### src/rtl/muldiv_pkg.sv
// Shared types and constants for the MULT/DIV sequencing controller.
// Holds the FSM state encoding, operation codes and default watchdog limit.
package muldiv_pkg;

  localparam int unsigned DATA_W          = 32;
  localparam int unsigned TIMEOUT_DEFAULT = 40;

  localparam logic OP_MULT = 1'b0;
  localparam logic OP_DIV  = 1'b1;

  typedef enum logic [2:0] {
    ST_IDLE   = 3'd0,
    ST_LAUNCH = 3'd1,
    ST_RUN    = 3'd2,
    ST_WRITE  = 3'd3,
    ST_EXC    = 3'd4
  } state_t;

  typedef enum logic {
    EXC_DIV_ZERO = 1'b0,
    EXC_TIMEOUT  = 1'b1
  } exc_cause_t;

  typedef struct packed {
    logic [DATA_W-1:0] hi;
    logic [DATA_W-1:0] lo;
  } hilo_t;

endpackage

### src/rtl/muldiv_if.sv
// Link between the controller and the external multiplier/divider units.
// The controller is the master: it drives operands and the go pulse.
interface muldiv_if;
  import muldiv_pkg::*;

  logic [DATA_W-1:0] unit_a;
  logic [DATA_W-1:0] unit_b;
  logic              unit_sel;
  logic              unit_go;
  logic              unit_done;
  logic [DATA_W-1:0] unit_hi;
  logic [DATA_W-1:0] unit_lo;

  modport master (
    output unit_a, unit_b, unit_sel, unit_go,
    input  unit_done, unit_hi, unit_lo
  );

  modport slave (
    input  unit_a, unit_b, unit_sel, unit_go,
    output unit_done, unit_hi, unit_lo
  );

endinterface

### src/rtl/muldiv_watchdog.sv
// Cycle counter bounding how long an arithmetic unit may run.
// expired flags the LIMIT-th enabled cycle so the caller can abort on it.
module muldiv_watchdog
  import muldiv_pkg::*;
#(
  parameter int unsigned LIMIT = TIMEOUT_DEFAULT
) (
  input  logic clk,
  input  logic Reset,
  input  logic clear,
  input  logic enable,
  output logic expired
);

  localparam int unsigned CNT_W = $clog2(LIMIT) + 1;

  logic [CNT_W-1:0] count;

  // Holds at the limit rather than wrapping.
  always_ff @(posedge clk) begin
    if (Reset || clear) begin
      count <= '0;
    end else if (enable && !expired) begin
      count <= count + CNT_W'(1);
    end
  end

  assign expired = enable && (count == CNT_W'(LIMIT - 1));

endmodule

### src/rtl/muldiv_ctrl.sv
// Sequences MULT/DIV requests onto the external units and owns the HI/LO registers.
// Detects divide-by-zero up front and aborts units that overrun the watchdog.
module muldiv_ctrl
  import muldiv_pkg::*;
#(
  parameter int unsigned TIMEOUT = TIMEOUT_DEFAULT
) (
  input  logic              clk,
  input  logic              Reset,
  input  logic              start,
  input  logic              op,
  input  logic [DATA_W-1:0] a_in,
  input  logic [DATA_W-1:0] b_in,
  input  logic              hilo_rd,
  muldiv_if.master          unit,
  output logic [DATA_W-1:0] hi,
  output logic [DATA_W-1:0] lo,
  output logic              busy,
  output logic              stall,
  output logic              done,
  output logic              div_zero,
  output logic              timeout_err
);

  state_t            state, state_nx;
  exc_cause_t        cause, cause_nx;
  hilo_t             res, res_nx;
  logic [DATA_W-1:0] a_nx, b_nx, hi_nx, lo_nx;
  logic              sel_nx, go_nx, done_nx, dz_nx, to_nx, busy_nx;
  logic              wd_clear, wd_enable, wd_expired;

  assign wd_clear  = (state == ST_LAUNCH);
  assign wd_enable = (state == ST_RUN);

  muldiv_watchdog #(
    .LIMIT (TIMEOUT)
  ) u_watchdog (
    .clk     (clk),
    .Reset   (Reset),
    .clear   (wd_clear),
    .enable  (wd_enable),
    .expired (wd_expired)
  );

  always_ff @(posedge clk) begin
    if (Reset) begin
      state <= ST_IDLE;
    end else begin
      state <= state_nx;
    end
  end

  // unit_done wins over the watchdog when both land in the same cycle.
  always_comb begin
    state_nx = state;
    case (state)
      ST_IDLE: begin
        if (start) begin
          state_nx = ((op == OP_DIV) && (b_in == '0)) ? ST_EXC : ST_LAUNCH;
        end
      end
      ST_LAUNCH: state_nx = ST_RUN;
      ST_RUN: begin
        if (unit.unit_done) begin
          state_nx = ST_WRITE;
        end else if (wd_expired) begin
          state_nx = ST_EXC;
        end
      end
      ST_WRITE: state_nx = ST_IDLE;
      ST_EXC:   state_nx = ST_IDLE;
      default:  state_nx = ST_IDLE;
    endcase
  end

  // Next values for every registered output, derived from the transition taken.
  always_comb begin
    a_nx     = unit.unit_a;
    b_nx     = unit.unit_b;
    sel_nx   = unit.unit_sel;
    cause_nx = cause;
    res_nx   = res;
    hi_nx    = hi;
    lo_nx    = lo;
    case (state)
      ST_IDLE: begin
        if (start) begin
          a_nx     = a_in;
          b_nx     = b_in;
          sel_nx   = op;
          cause_nx = EXC_DIV_ZERO;
        end
      end
      ST_RUN: begin
        if (unit.unit_done) begin
          res_nx = '{hi: unit.unit_hi, lo: unit.unit_lo};
        end else if (wd_expired) begin
          cause_nx = EXC_TIMEOUT;
        end
      end
      default: ;
    endcase
    if (state_nx == ST_WRITE) begin
      hi_nx = res_nx.hi;
      lo_nx = res_nx.lo;
    end
    go_nx   = (state_nx == ST_LAUNCH);
    done_nx = (state_nx == ST_WRITE);
    dz_nx   = (state_nx == ST_EXC) && (cause_nx == EXC_DIV_ZERO);
    to_nx   = (state_nx == ST_EXC) && (cause_nx == EXC_TIMEOUT);
    busy_nx = (state_nx != ST_IDLE);
  end

  always_ff @(posedge clk) begin
    if (Reset) begin
      unit.unit_a   <= '0;
      unit.unit_b   <= '0;
      unit.unit_sel <= 1'b0;
      unit.unit_go  <= 1'b0;
      cause         <= EXC_DIV_ZERO;
      res           <= '0;
      hi            <= '0;
      lo            <= '0;
      busy          <= 1'b0;
      done          <= 1'b0;
      div_zero      <= 1'b0;
      timeout_err   <= 1'b0;
    end else begin
      unit.unit_a   <= a_nx;
      unit.unit_b   <= b_nx;
      unit.unit_sel <= sel_nx;
      unit.unit_go  <= go_nx;
      cause         <= cause_nx;
      res           <= res_nx;
      hi            <= hi_nx;
      lo            <= lo_nx;
      busy          <= busy_nx;
      done          <= done_nx;
      div_zero      <= dz_nx;
      timeout_err   <= to_nx;
    end
  end

  assign stall = hilo_rd & busy;

endmodule

### src/flat_wrapper.sv
// flat-port wrapper written by rule: the top's interface ports become plain ports
module muldiv_ctrl_flat import muldiv_pkg::*;
#(
  parameter int unsigned TIMEOUT = TIMEOUT_DEFAULT
)
  (clk, Reset, start, op, a_in, b_in, hilo_rd, hi, lo, busy, stall, done, div_zero, timeout_err, unit_unit_a, unit_unit_b, unit_unit_sel, unit_unit_go, unit_unit_done, unit_unit_hi, unit_unit_lo);
  muldiv_if unit_i ();
  input  logic clk;
  input  logic Reset;
  input  logic start;
  input  logic op;
  input  logic [DATA_W-1:0] a_in;
  input  logic [DATA_W-1:0] b_in;
  input  logic hilo_rd;
  output logic [DATA_W-1:0] hi;
  output logic [DATA_W-1:0] lo;
  output logic busy;
  output logic stall;
  output logic done;
  output logic div_zero;
  output logic timeout_err;
  output wire logic [$bits(unit_i.unit_a)-1:0] unit_unit_a;
  output wire logic [$bits(unit_i.unit_b)-1:0] unit_unit_b;
  output wire logic [$bits(unit_i.unit_sel)-1:0] unit_unit_sel;
  output wire logic [$bits(unit_i.unit_go)-1:0] unit_unit_go;
  input wire logic [$bits(unit_i.unit_done)-1:0] unit_unit_done;
  input wire logic [$bits(unit_i.unit_hi)-1:0] unit_unit_hi;
  input wire logic [$bits(unit_i.unit_lo)-1:0] unit_unit_lo;
  assign unit_unit_a = unit_i.unit_a;
  assign unit_unit_b = unit_i.unit_b;
  assign unit_unit_sel = unit_i.unit_sel;
  assign unit_unit_go = unit_i.unit_go;
  assign unit_i.unit_done = unit_unit_done;
  assign unit_i.unit_hi = unit_unit_hi;
  assign unit_i.unit_lo = unit_unit_lo;
  muldiv_ctrl #(.TIMEOUT(TIMEOUT)) u_core (.clk(clk), .Reset(Reset), .start(start), .op(op), .a_in(a_in), .b_in(b_in), .hilo_rd(hilo_rd), .unit(unit_i), .hi(hi), .lo(lo), .busy(busy), .stall(stall), .done(done), .div_zero(div_zero), .timeout_err(timeout_err));
endmodule
### config.mk
export PLATFORM = sky130hd
export DESIGN_NAME = muldiv_ctrl_flat
export DESIGN_NICKNAME = d
export VERILOG_FILES = /design/src/rtl/muldiv_pkg.sv /design/src/rtl/muldiv_if.sv /design/src/rtl/muldiv_watchdog.sv /design/src/rtl/muldiv_ctrl.sv /design/src/flat_wrapper.sv
export SDC_FILE = /design/constraint.sdc
export NUM_CORES = 1
export LEC_CHECK = 0
export CORE_MARGIN = 5
export CORE_UTILIZATION = 31
export CTS_BUF_LIST = sky130_fd_sc_hd__clkbuf_16
export DETAILED_ROUTE_END_ITERATION = 8
export GPL_TIMING_DRIVEN = 0
export PLACE_DENSITY_LB_ADDON = 0.25
export SLEW_MARGIN = 20
export SYNTH_ARGS = -nofsm -noshare
export SYNTH_HDL_FRONTEND = slang
export SYNTH_SLANG_ARGS = --single-unit
### constraint.sdc
create_clock -name clk -period 1.33 [get_ports clk]
set_input_delay 0.1995 -clock clk [delete_from_list [all_inputs] [get_ports clk]]
set_output_delay 0.1995 -clock clk [all_outputs]
set_load 0.005 [all_outputs]
Word level (Yosys, flattened, before mapping). Cells that the tools add are included. W data, S select, Z words.

Add/sub/neg operators: 1. Eq/ne operators: 6. Muxes and demuxes: 11. Bitwise gates (word level): 2. Reductions and logical operators: 11.

Operators with widths (count): $mux W64 (2); $logic_not A32 Y1 (1); $mux W3 (4); $pmux W3 S3 (1); $add A7 B1 Y7 const B (1); $eq A7 B6 Y1 const B (1); $eq A3 B1 Y1 const B (2); $eq A3 B2 Y1 const B (2); $logic_and A1 B1 Y1 (5); $eq A3 B3 Y1 const B (1); $logic_not A3 Y1 (1); $mux W1 (3); $reduce_bool A3 Y1 (1); $pmux W1 S2 (1); $reduce_and A2 Y1 (1); $and A1 B1 Y1 (1); $logic_not A1 Y1 (1); $logic_or A1 B1 Y1 (1); $not A1 Y1 (1).

Register bits after elaboration: 209. Input port bits: 134. Output and inout bits: 135. Word-level logic and storage cells: 46.

Depth between registers and ports, before layout. Gate-level depths: netlist of the first run.

Depth in word-level cells: 7. Gate-level depth with buffers: 6. Gate-level depth less buffers: 5.

Hierarchy. A second synthesis of the first run with hierarchy kept.

Cell total of the unflattened synthesis: 644. Area total of the unflattened synthesis: 5360.1 sq um.

Modules (own cells, without submodules): muldiv_ctrl (instances 1, cells an instance 605, area each 5018.6 sq um, seq. area each 2742.6 sq um); muldiv_watchdog (instances 1, cells an instance 39, area each 341.6 sq um, seq. area each 140.1 sq um).

Worst setup path before layout of the first run. Ideal clock, no wire load.

Kind: register to register. Start: register u_core.u_watchdog.count[4]. End: register u_core.u_watchdog.count[2]. Library setup time: 0.070 ns. Arrival: 1.273 ns. Data required time: 1.260 ns. Slack: -0.013 ns. Cell stages (with the launch flop): 5. Buffers on the path: 0. Period minus slack after synthesis: 1.343 ns. Cell sequence: dfxtp_1 -> nor4b_1 -> a21oi_2 -> a21bo_2 -> a21oi_1.

Longest elaborated chain between the ends: 4.

Ends and longest elaborated chain: from (decl) (RTL line muldiv_watchdog.sv:17) `logic [CNT_W-1:0] count;`; from (signal assigned) (RTL line muldiv_watchdog.sv:24) `count <= count + CNT_W'(1);`; $eq A7 B6 Y1 (RTL line muldiv_watchdog.sv:28) `assign expired = enable && (count == CNT_W'(LIMIT - 1));`; $logic_and A1 B1 Y1 (RTL line muldiv_watchdog.sv:28); $logic_not A1 Y1 (RTL line muldiv_watchdog.sv:23) `end else if (enable && !expired) begin`; $logic_and A1 B1 Y1 (RTL line muldiv_watchdog.sv:23).

Every way passes these cells. A chain may end at the register's enable or synchronous reset.

Worst setup path after layout of the first run.
Start: register u_core.state[1]. End: register u_core.lo[24].

Longest elaborated chain between the ends: 6. Elaborated cells on any way between the ends: 10. Those cells by class: eq/ne (3); mux (5); reduce/logical (2).

Ends and longest elaborated chain: from (decl) (RTL line muldiv_ctrl.sv:25) `state_t state, state_nx;`; from (signal assigned) (RTL line muldiv_ctrl.sv:49) `state <= state_nx;`; $eq A3 B2 Y1 (RTL line muldiv_ctrl.sv:33, muldiv_ctrl.sv:56, muldiv_ctrl.sv:85); $logic_and A1 B1 Y1 (RTL line muldiv_watchdog.sv:28); $mux W3 (RTL line muldiv_ctrl.sv:66) `end else if (wd_expired) begin`; $mux W3 (RTL line muldiv_ctrl.sv:64) `if (unit.unit_done) begin`; $pmux W3 S3 (RTL line muldiv_ctrl.sv:56) `case (state)`; $eq A3 B2 Y1 (RTL line muldiv_ctrl.sv:103) `if (state_nx == ST_WRITE) begin`; to (signal assigned) (RTL line muldiv_ctrl.sv:136) `lo <= lo_nx;`; to (decl) (RTL line muldiv_ctrl.sv:17) `output logic [DATA_W-1:0] lo,`.

Parallel ways exist; a longest one is shown, timed or not.

==> results of run 1 <==
-- Yosys cell counts (2+ instances only) --
master	number
a211oi_1	2
xnor2_1	2
and2_1	6
a21o_1	2
xor2_1	3
nor4b_1	2
clkbuf_1	26
nand3b_1	4
buf_4	7
dfxtp_1	144
nor2_1	9
nand2_1	261
nor3_1	4
nand3_1	2
a21oi_1	131
nor4_1	7
nand4_1	4
buf_2	14
-- power breakdown --
part / total [mW] / switching (mW) / internal [mW]
logic: 2.03 / 0.916 / 1.11
registers: 4.64 / 0.114 / 4.53
clock network: 4.62 / 1.88 / 2.74
total: 11.3 / 2.91 / 8.38
-- critical path: stages (launching register included) --
cell and delay [ps]:
dfxtp_4 380, nor3b_4 210, buf_4 140, buf_6 90, nand2_4 50, buf_8 150, buf_12 150, nand2_1 70
a21oi_1 60
-- what timing repair did --
action                                  CTS  global route
resized for setup                       272           237
buffers inserted                         20             8
endpoints found under the setup margin  273           138
cloned                                   10             3
pin swaps                                32            94
-- logic make-up after synthesis --
kind of cell,after synthesis,synth area share (%)
flops,144,56.1
compound gates,139,14.0
buf+inv,47,4.28
fa+ha+maj,1,0.243
xor+xnor,5,0.852
simple gates,304,24.4
mux,1,0.195
-- per-stage QoR --
step / utilization [%] / setup WS, ps / hold WS (ps) / setup TNS (ps) / cell area, µm²
2_1_floorplan: - / -6.85 / 291 / -6.85 / 5150
3_3_place_gp: 49.4 / -771 / 441 / -76430 / 8110
3_5_place_dp: 49.4 / -788 / 446 / -76200 / 8110
4_1_cts: 57.1 / -132 / 174 / -7200 / 9370
5_1_grt: 61.6 / -143 / 106 / -9520 / 10100
6_report: 61.6 / -89.7 / 101 / -3660 / 10100
-- flip-flops by register name, indices dropped and copies added, names as in the netlist, 3 cells and up --
register,count
u_core.hi,32
u_core.unit.unit_a,32
u_core.lo,32
u_core.unit.unit_b,32
u_core.u_watchdog.count,7
u_core.state,3
-- metal layers --
layer  vias up  global-route usage (%)
li1       2742                       -
met5         -                       0
met2       199                    32.8
met3        16                    8.10
met1      2589                    21.3
met4         0                    6.33
-- final timing paths --
path,cells past startpoint,end,start
worst max-delay path,8,u_core.lo[24]$_SDFFE_PP0N_,u_core.state[1]$_SDFF_PP0_
worst min-delay path,3,u_core.unit.unit_b[15]$_SDFFE_PP0P_,b_in[15]
worst max register to register,8,u_core.lo[24]$_SDFFE_PP0N_,u_core.state[1]$_SDFF_PP0_
worst min register to register,2,u_core.unit.unit_b[12]$_SDFFE_PP0P_,u_core.unit.unit_b[12]$_SDFFE_PP0P_
-- area by class of cell --
class	instances	area [µm²]	area share (%)
plain buffers	47	498	4.93
clock buffers	17	425	4.21
clock inverters	15	143	1.41
multi-input cells	450	2900	28.7
flip-flops and latches	144	2900	28.7
well taps	220	275	2.72
repair buffers	300	2970	29.4
-- cell usage in the layout, fill, tap and decap left out, types with 14 or more instances in the layout --
master	Yosys	layout
nand2_1	261	184
dfxtp_1	144	139
dlygate4sd2_1	0	137
clkdlybuf4s50_1	0	127
a21oi_1	131	66
a21oi_2	1	65
nand2_4	0	48
nand2_2	0	29
clkbuf_16	0	20
buf_4	7	17
buf_12	0	15
clkbuf_2	0	14
buf_6	0	14
==> results.txt, run 1 <==
After layout, the design draws a total of 11.3 mW. The max-cap check violation count is 0. The setup slack of the most critical reg-to-reg path came out at -90 ps. The level count of the clock H-tree came out at 4.

After detailed routing, the met2 layer carries 9920 µm of wire. The met1 routed wirelength after detailed routing came out at 7910 µm. The count of endpoints failing hold in the final timing report came to 0. The global-route wire length before repair came out at 29200 µm. The post-synthesis net count is 776. The count of yosys warnings during synthesis came out at 0. Headroom to the max-slew limit came out at 70.0%. CTS placed an instance of clkbuf_16 at the clock tree root. The total via count in the routed design is 5546.

The proportion of register bits with asynchronous set or reset after synthesis is 0%. The initial core utilization is 31.3%. Routability-driven placement finished with a final weighted congestion of 0.797. The standard-cell row count came out at 47.

Ranked by total cell area, the synthesized netlist is headed by dfxtp_1 56%, nand2_1 19%, a21oi_1 13%. The top fanout value on the critical path came out at 8. The worst setup path is captured at a register. The total global routing track utilization is 19.1%.

The worst path required time is 1620 ps. The number of flops mapped to enable cells by yosys is 0. The pin count of the biggest net entering global routing is 17. The worst path uses 107% of the clock period. The power density over the cells is 1120 nW/µm². Among all flip-flop cells after synthesis, the most frequent one is dfxtp_1. The count of routing violations after the opening detailed-route iteration is 184.

The path class of the tightest hold or removal check is input port to register. Setup repair after global routing could not meet its margin everywhere. The worst setup path is of the register to register kind. The maximum vdd drop is 0.801 mV.

The largest total area in the synthesized netlist belongs to dfxtp_1. The number of distinct standard cells referenced by the synthesized netlist came out at 29. The average footprint of a synthesized cell came out at 8.02 µm². The die outline width came out at 139 µm. The net count of the finished layout is 1095. Once routing completed, OpenROAD measured the worst setup slack at -89.7 ps. From synthesis to final layout, the design area changed by 96.6%. The synthesized netlist cell count came out at 641. The number of remaining DRC errors came out at 0.

The post-route non-filler standard cell count is 1193. TritonCTS created 17 clock buffers. The detail route stage leaves a number of antenna-violating nets equal to 0. TritonCTS built the clock tree. Clock tree synthesis found a total of 144 sinks. In this run the deepest clock path goes through 2 buffers. The share of the yosys chip area belonging to registers came out at 56.1%. Of the cells placed in the final design, the portion with a size suffix greater than 1 is 28.6%. The critical path launch point type is a register.

The floorplan core area came out at 16400 µm². The vertical die dimension came out at 139 µm. The highest metal layer carrying signal wires in the routed design is met4.

In this run the tool buffered the top-level ports with 268 buffer cells. The leakage power of the design came out at 4.47 nW. The flow ran to the end, but the final reports show violations. The time the final worst path needs with I/O delays and setup is 1420 ps.

The number of vias per cell came out at 4.65. The final layout contains routed wiring with a total length of 19900 µm. In this run, synthesis produced a sequential element count of 144. Setup violations remaining at the end of the flow were counted as 85. The count of filler cells inserted in the layout is 1444. The number of global-route vias before repair is 5368.

The clock insertion delay at the later pin of the skew report came out at 420 ps. The checks that failed: setup timing. The proportion of netlist area held by the largest area contributor came out at 56.1%.

The cell area after synthesis came out at 5140 µm². The repair_antennas step left the layout with diodes totalling 0. After global routing the overflow that remains totals 0. After detailed placement, the design holds a cell count of 1129. The count of pins over their slew limit was 0.

The wire length on met3 is 1780 µm. After detailed routing, the average wire length per cell comes to 16.7 µm. Clock-pin slew was measured on the worst setup and hold paths at 60 ps. The arrival time at the worst endpoint is 1710 ps. The initial antenna violation count is 0. The fmax came out at 0.704 GHz. The total die area is 19300 µm². The first-pass iteration count of the detailed router came out at 4.

The setup clock skew after layout came out at 10.9 ps. The count of pins on the block boundary came out at 269. The estimated wirelength of the detail-placed design came out at 13600 µm. The number of buffers added to fix hold violations after cts came out at 0. The slew at the pin closest to its max-slew limit came out at 448 ps.
Power figures use the tool's default switching activity.
==> run 2, diff against run 1 <==
Settings changed: CORE_UTILIZATION 31 to 35.
==> results.txt, run 2 (synthesis results as in run 1) <==
The flow ran to the end, but the final reports show violations. The checks that failed: setup timing. The area growth from synthesis to layout is 92.7%. The path with the worst hold slack has its endpoint at u_core.unit.unit_b[13]$_SDFFE_PP0P_. The worst setup slack after layout came out at -115 ps (-25.7 ps). The slew at the pin closest to its max-slew limit came out at 657 ps (+208 ps). The maximum clock insertion buffer count came out at 2 (unchanged). The setup clock skew after layout is 5.67 ps (-5.26 ps). The total of buffers placed on input and output ports came out at 268 (unchanged). The leakage power of the design was 4.49 nW (+0.57%). The delay of the slowest cell on the worst path is 380 ps (about the same). The count of endpoints failing hold in the final timing report came to 0 (unchanged). The count of antenna-violating nets left after detailed routing is 0 (unchanged).

The setup slack of the most critical reg-to-reg path came out at -120 ps (-30 ps). The count of pins on the block boundary came out at 269 (unchanged). The cell sitting at the root of the clock tree is a clkbuf_16. The clock insertion delay at the later pin of the skew report is 410 ps (about the same). The final period utilization is 109% (+1.9 points). The post-layout net count came out at 1097 (+0.18%). The pin count of the biggest net entering global routing was 17 (unchanged). The final core area utilization came out at 68.5% (+6.8 points). The number of buffers created by CTS was 17 (unchanged).

The top cell types in the final layout, fill and taps aside, are 200 x nand2_1, 141 x dfxtp_1, 134 x dlygate4sd2_1. The arrival time at the worst endpoint is 1780 ps (+70 ps). The aggregate global routing overflow came out at 0 (unchanged). The clock tree from TritonCTS is done. STA classifies the critical path endpoint as a register. The power density over the cells came out at 1100 nW/µm² (-1.5%). The count of pins over their slew limit was 0 (unchanged). The post-route total power came to 10.9 mW (-3.4%). The time the final worst path needs with I/O delays and setup is 1450 ps (+25.7 ps). The number of clock sinks seen by CTS came out at 144 (unchanged).

The endpoint identified for the worst register-to-register timing path is u_core.hi[29]$_SDFFE_PP0N_. The fmax is 0.692 GHz (-1.8%). The standard-cell row count was 44 (-6.4%). The detailed-route wire length is 20300 µm (+2.0%). The estimated wirelength of the detail-placed design is 13300 µm (-2.2%).

The total via count in the routed design came out at 5668 (+2.2%). The slowest stage of the critical path belongs to the cell dfxtp_4. The top fanout value on the critical path came out at 7 (-1). The antenna diode count is 0 (unchanged). The vertical die dimension came to 131 µm (-5.5%). The number of buffers added to fix hold violations after cts came to 0 (unchanged). The routability-driven placement congestion ratio is 0.779 (-2.3%). The count of routing violations after the opening detailed-route iteration came to 195 (+6.0%). The max-cap check violation count is 0 (unchanged). The startpoint identified for the worst hold timing path is b_in[13].

The floorplan core area is 14500 µm² (-12%). The number of global-route vias before repair came out at 5463 (+1.8%). Walking the worst path, the cells encountered are nor3b_4 -> and2_4 -> buf_16 -> buf_12 -> buf_8 -> nand2_1 -> a21oi_2. The total global routing track utilization is 21.2% (+2.2 points). The number of vias per cell came out at 4.89 (+5.2%). The final number of setup-violating endpoints was 109 (+28%).

The worst path required time is 1670 ps (+50 ps). The share of final-layout standard cells stronger than drive strength 1 came to 25.5% (-3.0 points). The initial antenna violation count is 0 (unchanged).

The clock edge transition at the registers on the reported setup and hold paths is 60 ps (about the same). The start point of the critical path is u_core.state[0]$_SDFF_PP0_. The cell depth of the worst flop-to-flop path came to 7 (-1).

The count of filler cells inserted in the layout came to 1149 (-20%). Setup repair after global routing could not meet its margin everywhere. The number of remaining DRC errors came to 0 (unchanged). The first-pass iteration count of the detailed router is 4 (unchanged). The worst-case headroom to the max-slew limit was 56.2% (-14 points). The initial core utilization is 35.5% (+4.2 points). The level count of the clock H-tree is 4 (unchanged). In this run the critical register-to-register path is launched from u_core.state[0]$_SDFF_PP0_. The global-route wire length before repair is 29500 µm (+1.1%). The maximum vdd drop came to 0.787 mV (-1.7%).

The worst setup path is launched from a register. The die outline width came to 131 µm (-5.5%). The critical path class is register to register. The tightest min-delay check is of the input port to register type. The number of cells on the worst hold path came out at 3 (unchanged). The total die area is 17200 µm² (-11%).

The post-detailed-route wirelength per cell came to 17.5 µm (+5.0%). Leaving out fill and tap cells, the most frequent cell in the layout is nand2_1.
run 2: changes by cell type in the layout (fill, tap and decap cells not counted), sizes merged:
cell,previous run,this run
clkdlybuf4s50,127,121
inv,2,4
dlymetal6s2s,3,12
bufinv,2,1
buf,60,61
clkinvlp,4,0
clkinv,7,10
dlygate4sd2,137,134
clkdlybuf4s15,0,1
run 2: worst max path at each step:
stage | end | slack (ps)
2_1_floorplan | u_core.u_watchdog.count[1]$_SDFFE_PP0P_ | -7
3_3_place_gp | u_core.div_zero$_SDFF_PP0_ | -780
3_5_place_dp | u_core.unit.unit_a[23]$_SDFFE_PP0P_ | -800
4_1_cts | u_core.hi[28]$_SDFFE_PP0N_ | -90
5_1_grt | u_core.hi[27]$_SDFFE_PP0N_ | -190
6_report | u_core.hi[29]$_SDFFE_PP0N_ | -120
run 2: cell type report:
cell class | instances | area, µm² | area share [%]
plain buffers | 43 | 382 | 3.85
clock buffers | 17 | 425 | 4.29
clock inverters | 15 | 87.6 | 0.884
multi-input cells | 450 | 2840 | 28.7
flip-flops and latches | 144 | 2890 | 29.2
well taps | 184 | 230 | 2.32
repair buffers | 306 | 3050 | 30.8
run 2: timing repair:
item,in CTS,in global routing
pin swaps,24,112
cloned,14,1
setup buffers,22,6
gates resized for setup,260,219
endpoints found under the setup margin,273,143
run 2: per-stage QoR:
step                      setup TNS (ps)  setup slack, ps  cells  instance area, µm²  hold WS, ps
after floorplan                    -6.85            -6.85    641                5150          291
after CTS                          -3460            -93.9   1161                9240          310
after global routing              -12530             -188   1159                9910         94.5
after global placement            -80990             -778   1093                8070          441
final                              -4660             -115   1159                9910          111
after detailed placement          -81460             -802   1093                8070          446
run 2: routing by layer:
layer | vias to the layer above | global-route usage, % | share of wire, %
met1 | 2657 | 23.6 | 38
met4 | 0 | 7.10 | 1.6
met2 | 236 | 35.9 | 50
li1 | 2752 | - | -
met5 | - | 0 | 0
met3 | 23 | 9.75 | 10
run 2: report_power, final:
group / switching (mW) / leakage [nW] / internal (mW)
Combinational: 0.934 / 3.05 / 1.10
Sequential: 0.113 / 1.18 / 4.53
Clock: 1.75 / 0.270 / 2.49
run 2: critical path, delay by kind of cell (launching register included):
kind,cells,cell delay (ps)
AND/OR/NAND/NOR,3,520
flip-flops,1,380
AO/OA/AOI/OAI,1,120
buffers and inverters,3,350
